--- src/rtl/fp_unpack_class_pkg.sv ---
// Shared definitions for the FP operand unpack/classify front end.
//   FMT_S / FMT_D   : operand format select (single NaN-boxed, double)
//   CLS_*           : bit positions inside the one-hot class vector
//   QNAN_S          : canonical single-precision quiet NaN
//   fp_classify()   : field flags -> one-hot class vector
package fp_unpack_class_pkg;

  localparam logic FMT_S = 1'b0;
  localparam logic FMT_D = 1'b1;

  localparam int CLS_W = 10;

  localparam int CLS_NEG_INF  = 0;
  localparam int CLS_NEG_NORM = 1;
  localparam int CLS_NEG_SUB  = 2;
  localparam int CLS_NEG_ZERO = 3;
  localparam int CLS_POS_ZERO = 4;
  localparam int CLS_POS_SUB  = 5;
  localparam int CLS_POS_NORM = 6;
  localparam int CLS_POS_INF  = 7;
  localparam int CLS_SNAN     = 8;
  localparam int CLS_QNAN     = 9;

  localparam logic [31:0] QNAN_S = 32'h7FC0_0000;

  // Exactly one bit is set for any combination of flags. NaNs ignore the sign.
  function automatic logic [CLS_W-1:0] fp_classify(
    input logic sgn,
    input logic exp_all1,
    input logic exp_zero,
    input logic man_zero,
    input logic man_msb
  );
    logic [CLS_W-1:0] cls;
    cls = '0;
    if (exp_all1) begin
      if (man_zero)     cls[sgn ? CLS_NEG_INF : CLS_POS_INF] = 1'b1;
      else if (man_msb) cls[CLS_QNAN] = 1'b1;
      else              cls[CLS_SNAN] = 1'b1;
    end else if (exp_zero) begin
      if (man_zero)     cls[sgn ? CLS_NEG_ZERO : CLS_POS_ZERO] = 1'b1;
      else              cls[sgn ? CLS_NEG_SUB : CLS_POS_SUB] = 1'b1;
    end else begin
      cls[sgn ? CLS_NEG_NORM : CLS_POS_NORM] = 1'b1;
    end
    return cls;
  endfunction

endpackage

--- src/rtl/fp_unpack_class_unit.sv ---
// Combinational unpack + classify of one raw FP register operand.
//   op_i    [63:0] raw register value
//   fmt_i          0 = single (NaN-boxed in [31:0]), 1 = double
//   data_o  [64:0] {sign, magnitude}; magnitude compares unsigned across formats
//   class_o [9:0]  one-hot class
module fp_unpack_class_unit
  import fp_unpack_class_pkg::*;
(
  input  logic [63:0]      op_i,
  input  logic             fmt_i,
  output logic [64:0]      data_o,
  output logic [CLS_W-1:0] class_o
);

  logic        boxed;
  logic [31:0] s_op;

  // An improperly boxed single is treated as the canonical quiet NaN.
  assign boxed = (op_i[63:32] == 32'hFFFF_FFFF);
  assign s_op  = boxed ? op_i[31:0] : QNAN_S;

  always_comb begin
    data_o  = '0;
    class_o = '0;
    if (fmt_i == FMT_D) begin
      data_o  = {op_i[63], 1'b0, op_i[62:0]};
      class_o = fp_classify(op_i[63], &op_i[62:52], ~|op_i[62:52],
                            ~|op_i[51:0], op_i[51]);
    end else begin
      data_o  = {s_op[31], 33'b0, s_op[30:0]};
      class_o = fp_classify(s_op[31], &s_op[30:23], ~|s_op[30:23],
                            ~|s_op[22:0], s_op[22]);
    end
  end

endmodule

--- src/rtl/fp_unpack_class.sv ---
// Operand front end for the FP compare/classify path: two-stage elastic
// valid/ready pipeline. S1 registers the raw operands; S2 registers the
// unpacked data and one-hot classes, and drives the outputs directly.
//   iClk/iRst               clock, async active-high reset
//   iValid/oReady           upstream handshake
//   iOperand1/2, iFmt, iRm, iTag   upstream payload
//   oValid/iReady           downstream handshake
//   oData1/2, oClass1/2, oRm, oTag downstream payload (S2 registers)
module fp_unpack_class
  import fp_unpack_class_pkg::*;
#(
  parameter int TAG_W = 5
) (
  input  logic             iClk,
  input  logic             iRst,
  input  logic             iValid,
  output logic             oReady,
  input  logic [63:0]      iOperand1,
  input  logic [63:0]      iOperand2,
  input  logic             iFmt,
  input  logic [2:0]       iRm,
  input  logic [TAG_W-1:0] iTag,
  output logic             oValid,
  input  logic             iReady,
  output logic [64:0]      oData1,
  output logic [64:0]      oData2,
  output logic [CLS_W-1:0] oClass1,
  output logic [CLS_W-1:0] oClass2,
  output logic [2:0]       oRm,
  output logic [TAG_W-1:0] oTag
);

  // Stage 1: raw operands
  logic             v1_q, v1_d;
  logic [63:0]      op1_q, op1_d;
  logic [63:0]      op2_q, op2_d;
  logic             fmt_q, fmt_d;
  logic [2:0]       rm1_q, rm1_d;
  logic [TAG_W-1:0] tag1_q, tag1_d;

  // Stage 2: unpacked/classified
  logic             v2_q, v2_d;
  logic [64:0]      data1_q, data1_d;
  logic [64:0]      data2_q, data2_d;
  logic [CLS_W-1:0] cls1_q, cls1_d;
  logic [CLS_W-1:0] cls2_q, cls2_d;
  logic [2:0]       rm2_q, rm2_d;
  logic [TAG_W-1:0] tag2_q, tag2_d;

  logic             ready_s1, ready_s2;
  logic [64:0]      unit_data1, unit_data2;
  logic [CLS_W-1:0] unit_cls1, unit_cls2;

  fp_unpack_class_unit u_unit1 (
    .op_i    (op1_q),
    .fmt_i   (fmt_q),
    .data_o  (unit_data1),
    .class_o (unit_cls1)
  );

  fp_unpack_class_unit u_unit2 (
    .op_i    (op2_q),
    .fmt_i   (fmt_q),
    .data_o  (unit_data2),
    .class_o (unit_cls2)
  );

  // Ready ripples back combinationally so a full pipe still accepts a new
  // beat in the same cycle the downstream takes the oldest one.
  assign ready_s2 = ~v2_q | iReady;
  assign ready_s1 = ~v1_q | ready_s2;
  assign oReady   = ready_s1;

  always_comb begin
    v1_d    = v1_q;
    op1_d   = op1_q;
    op2_d   = op2_q;
    fmt_d   = fmt_q;
    rm1_d   = rm1_q;
    tag1_d  = tag1_q;
    v2_d    = v2_q;
    data1_d = data1_q;
    data2_d = data2_q;
    cls1_d  = cls1_q;
    cls2_d  = cls2_q;
    rm2_d   = rm2_q;
    tag2_d  = tag2_q;

    if (ready_s1) begin
      v1_d = iValid;
      if (iValid) begin
        op1_d  = iOperand1;
        op2_d  = iOperand2;
        fmt_d  = iFmt;
        rm1_d  = iRm;
        tag1_d = iTag;
      end
    end

    if (ready_s2) begin
      v2_d = v1_q;
      if (v1_q) begin
        data1_d = unit_data1;
        data2_d = unit_data2;
        cls1_d  = unit_cls1;
        cls2_d  = unit_cls2;
        rm2_d   = rm1_q;
        tag2_d  = tag1_q;
      end
    end
  end

  always_ff @(posedge iClk or posedge iRst) begin
    if (iRst) begin
      v1_q    <= 1'b0;
      op1_q   <= '0;
      op2_q   <= '0;
      fmt_q   <= 1'b0;
      rm1_q   <= '0;
      tag1_q  <= '0;
      v2_q    <= 1'b0;
      data1_q <= '0;
      data2_q <= '0;
      cls1_q  <= '0;
      cls2_q  <= '0;
      rm2_q   <= '0;
      tag2_q  <= '0;
    end else begin
      v1_q    <= v1_d;
      op1_q   <= op1_d;
      op2_q   <= op2_d;
      fmt_q   <= fmt_d;
      rm1_q   <= rm1_d;
      tag1_q  <= tag1_d;
      v2_q    <= v2_d;
      data1_q <= data1_d;
      data2_q <= data2_d;
      cls1_q  <= cls1_d;
      cls2_q  <= cls2_d;
      rm2_q   <= rm2_d;
      tag2_q  <= tag2_d;
    end
  end

  assign oValid  = v2_q;
  assign oData1  = data1_q;
  assign oData2  = data2_q;
  assign oClass1 = cls1_q;
  assign oClass2 = cls2_q;
  assign oRm     = rm2_q;
  assign oTag    = tag2_q;

endmodule

--- config.mk ---
export PLATFORM = sky130hd
export DESIGN_NAME = fp_unpack_class
export DESIGN_NICKNAME = d
export VERILOG_FILES = /design/src/rtl/fp_unpack_class_pkg.sv /design/src/rtl/fp_unpack_class_unit.sv /design/src/rtl/fp_unpack_class.sv
export SDC_FILE = /design/constraint.sdc
export NUM_CORES = 1
export LEC_CHECK = 0
export ABC_AREA = 1
export CAP_MARGIN = 20
export CORE_MARGIN = 1
export CORE_UTILIZATION = 35
export CTS_BUF_LIST = sky130_fd_sc_hd__clkbuf_16
export DETAILED_ROUTE_END_ITERATION = 8
export GPL_ROUTABILITY_DRIVEN = 0
export HOLD_SLACK_MARGIN = 0.02
export PLACE_DENSITY = 0.66
export SLEW_MARGIN = 20
export SYNTH_ARGS = -nofsm -noshare
export SYNTH_HDL_FRONTEND = slang
export SYNTH_SLANG_ARGS = --single-unit
--- constraint.sdc ---
create_clock -name iClk -period 12.95 [get_ports iClk]
set_clock_uncertainty 0.1 [all_clocks]
set_input_delay 2.59 -clock iClk [delete_from_list [all_inputs] [get_ports iClk]]
set_output_delay 2.59 -clock iClk [all_outputs]
set_load 0.005 [all_outputs]
Yosys cells after proc, flatten, opt, wreduce, memory -nomap -nowiden
Cells that the tools add are included.

cells by class
  order comparisons = 32
  eq/ne operators = 2
  multiplexer cells = 82
  bitwise operators = 4
  reductions and logical operators = 30

operator list
  kind                    count
  $ge A32 B1 Y1 const B   16
  $lt A32 B6 Y1 const B   16
  $mux W10                14
  $mux W65                2
  $reduce_or A52 Y1       2
  $demux W1 S4            16
  $eq A32 B32 Y1 const B  2
  $mux W32                2
  $mux W3                 16
  $reduce_or A23 Y1       2
  $mux W8                 4
  $mux W1                 24
  $reduce_and A11 Y1      2
  $reduce_or A11 Y1       2
  $logic_and A1 B1 Y1     16
  $reduce_and A8 Y1       2
  $reduce_or A8 Y1        2
  $mux W2                 4
  $reduce_and A2 Y1       2
  $not A1 Y1              2
  $or A1 B1 Y1            2

storage, ports and cells
  bits in registers = 297
  word-level logic and storage cells = 163

Longest topological paths before layout
  word-level depth = 11
  mapped depth = 11

By module
A second synthesis with hierarchy kept.

second synthesis, totals
  cell total of the unflattened synthesis = 1843
  area total of the unflattened synthesis = 14061.0 µm²

modules (own cells, without submodules)
  module                instances  cells each  area each (µm²)  sequential area each (µm²)
  fp_unpack_class       1          1287        11641.2          7432.1
  fp_unpack_class_unit  2          278         1209.9           0.0

Worst setup path before layout
Ideal clock, no wire load.

  kind = in2out
  start point = input port iReady
  end point = output port oReady
  data arrival time = 2.739 ns
  data required time = 10.260 ns
  path slack = 7.521 ns
  stages = 2
  buffers on the path = 0
  cell sequence = inv_1 -> nand3_1

between the ends
  cells in the longest elaborated chain, start to end = 2

ends and longest elaborated chain
  item             RTL line               source
  start, declared  fp_unpack_class.sv:24  input logic iReady,
  $or A1 B1 Y1     fp_unpack_class.sv:70  assign ready_s2 = ~v2_q | iReady;
  $or A1 B1 Y1     fp_unpack_class.sv:71  assign ready_s1 = ~v1_q | ready_s2;
  end, declared    fp_unpack_class.sv:17  output logic oReady,

Every way passes these cells.

Worst setup path in the final report
Ends and elaborated chain as after synthesis.

==> impl_metrics.ini <==
[status]
status = finished clean

[worst_setup_path]
critPathCaptureType = output port
cp_slowest_stage_delay_ns = 0.54
crit_slowest_cell = clkdlybuf4s50_1
path_delay_family = buffers and inverters
path_max_fanout = 3
reg2reg_slack_ns = 10.18
worstPathRequired_ns = 10.26
crit_path_start_kind = primary input
crit_chain = clkdlybuf4s50_1, inv_1, nand3_1, clkdlybuf4s50_1
cp.arrival_ns = 3.78
path_buf_inv = 3
crit_type = in -> out
rr_startpoint = oValid
r2r_cells = 6
worst_r2r_endpoint = oData1[64]
cp_common_cell = clkdlybuf4s50_1

[routing]
viasPerCell = 4.790
drtIter0Drc = 505
finalWirelength_um = 33960
post-route-drc-count = 0
wl_per_cell_um = 16.65
drtAntennaViolNets = 0
drtPass1Iterations = 4
via_count = 9767

[yosys]
ys.flop_type = dfrtp_1
synth_largest_area_cell = dfrtp_1
yosysTopAreaCellShare = 0.5885
synth.avg_cell_area_um2 = 9.732
netlist-cell-type-count = 32
ys_seq_area_frac = 0.5885
synth_area_leaders = dfrtp_1 59%, nand2_1 9.4%, mux2_2 8.8%, nor2_1 5.1%, nand3_1 3.2%
async_reset_ff_frac = 1.000
synth.most_common_cell = nand2_1
synth_common_cells = 315 x nand2_1, 295 x dfrtp_1, 170 x nor2_1
synth_edf_count = 0
yosys_register_bits = 295
synthCells = 1289
yosysWarningCount = 0
syn_area_um2 = 12540

[cts]
post_cts_buffers = 0
cts_tree = done
cts.sinks = 295
post_cts_resized = 0
clkSlewWorstSetupHoldPaths_ns = 0.05
cts_root_buf = clkbuf_16
htreeDepth = 2
cts_max_path_buffers = 3
hold_buffers = 0
cts_buffers = 34
clk_latency_ns = 0.51

[finish]
final_nets = 1703
drive_above_1_share = 0.1219
fill_cells = 3299
area_growth_pct = 34.94
final_cell_count_no_fill = 2039
seqCellArea_um2 = 7383
final_util = 0.4853
multi_input_comb_area_um2 = 4634

[floorplan]
die_area_um2 = 36600
fp.dieW_um = 191.3
die_h_um = 191.3
core_um2 = 34880
initial_core_util = 0.3596
io_pins = 301
rows = 68

[global_route]
antenna_found_initial = 1
grt_pass1_vias = 9996
grt_max_degree = 162
grt_pass1_wl_um = 54310
grtUsageTotal = 0.1890
globalRouteOverflowTotal = 0

[timing]
finalSetupTns_ns = 0
fin_crit_ns = 6.470
relSlewSlack = 0.3319
hold_violations = 0
period_share = 0.4996
finalWorstSetupSlack_ns = 6.480
setup_viol = 0
tightest_slew_ns = 1.002
rsz0062_at_grt = no
fmax_mhz = 154.6
final_max_slew_viol_count = 0

[placed_design]
port_buffers = 298
dp.cells = 1981
dpl_worst_slack_ns = 6.483
dp_hpwl_um = 23100

[min_path]
hold_path_class = reg -> reg
min_from = rm1_q[1]
min_path_cells = 2
hold_end = oRm[1]

[power]
peakVddDrop_mv = 0.1138
p_per_area_nw_per_um2 = 174.5
leakage_nw = 7.537

[run]
max_cap_viol_count = 0
## worst max-delay path by stage
stage	to	slack, ns	cells after the start	startpoint
3_3_place_gp	oReady	6.48	4	iReady
2_1_floorplan	fmt_q	2.11	1	iRst
3_5_place_dp	oReady	6.48	4	iReady
5_1_grt	oReady	6.44	4	iReady
6_report	oReady	6.48	4	iReady
4_1_cts	oReady	6.47	4	iReady
## layer usage
layer | track usage | routed length (µm)
met1 | 0.2364 | 14360
met2 | 0.3062 | 16130
met3 | 0.06334 | 2702
met4 | 0.06136 | 768
met5 | 0 | 0
## cell families (layout without fill, tap and decap cells)
group / Yosys count / after routing / synth area share
other: 1 / 3 / 0.0002989
and+or+nand+nor: 622 / 622 / 0.2143
buffers and inverters: 126 / 419 / 0.04359
DFF: 295 / 295 / 0.5885
AOI/OAI and AO/OA: 147 / 147 / 0.06533
muxes: 98 / 98 / 0.08797
## cells in the final DEF (no fill, tap or decap), drive strengths merged
cell	count
nand2	321
clkdlybuf4s50	298
dfrtp	295
nor2	187
mux2	98
nand3	84
inv	65
a21oi	54
o21ai	53
clkbuf	37
a31oi	21
o31ai	17
nand4	15
clkinv	9
or2	8
buf	7
nor3	5
nand3b	2
o22a	2
conb	2
bufinv	2
diode	1
clkinvlp	1
## through the flow
stage	total power, W	cell area (µm²)	hold WS, ns
3_5_place_dp	0.002056	15860	0.3553
4_1_cts	0.003000	16930	0.3650
5_1_grt	0.003135	16930	0.3831
6_report	0.002953	16930	0.3647
3_3_place_gp	0.002040	15860	0.3425
2_1_floorplan	0.001598	12550	0.3364
## cell type report
class                      count  area share
antenna                        1   0.0001478
multi-input combinational    869      0.2738
sequential                   295      0.4362
inverter                      57     0.01323
clock inverter                20    0.008278
timing repair buffer         305      0.1801
clock buffer                  37     0.05470
tap                          455     0.03363
## worst min-delay path: stages, from the launching register on
cell     delay, ns
dfrtp_1       0.34
nand2_1       0.05
nand2_1       0.05
## sequential cells by signal (all words and copies together) (netlist names), 3 cells and up
signal / count
oClass1: 10
oClass2: 10
oData1: 64
oData2: 64
oRm: 3
oTag: 5
op1_q: 64
op2_q: 64
rm1_q: 3
tag1_q: 5
## power breakdown
group	internal, W	switching [W]	leakage (nW)
Clock	0.000550	0.000372	0.551
Combinational	0.000421	0.000343	3.46
Sequential	0.00113	0.000134	3.52
Power figures use the tool's default switching activity.
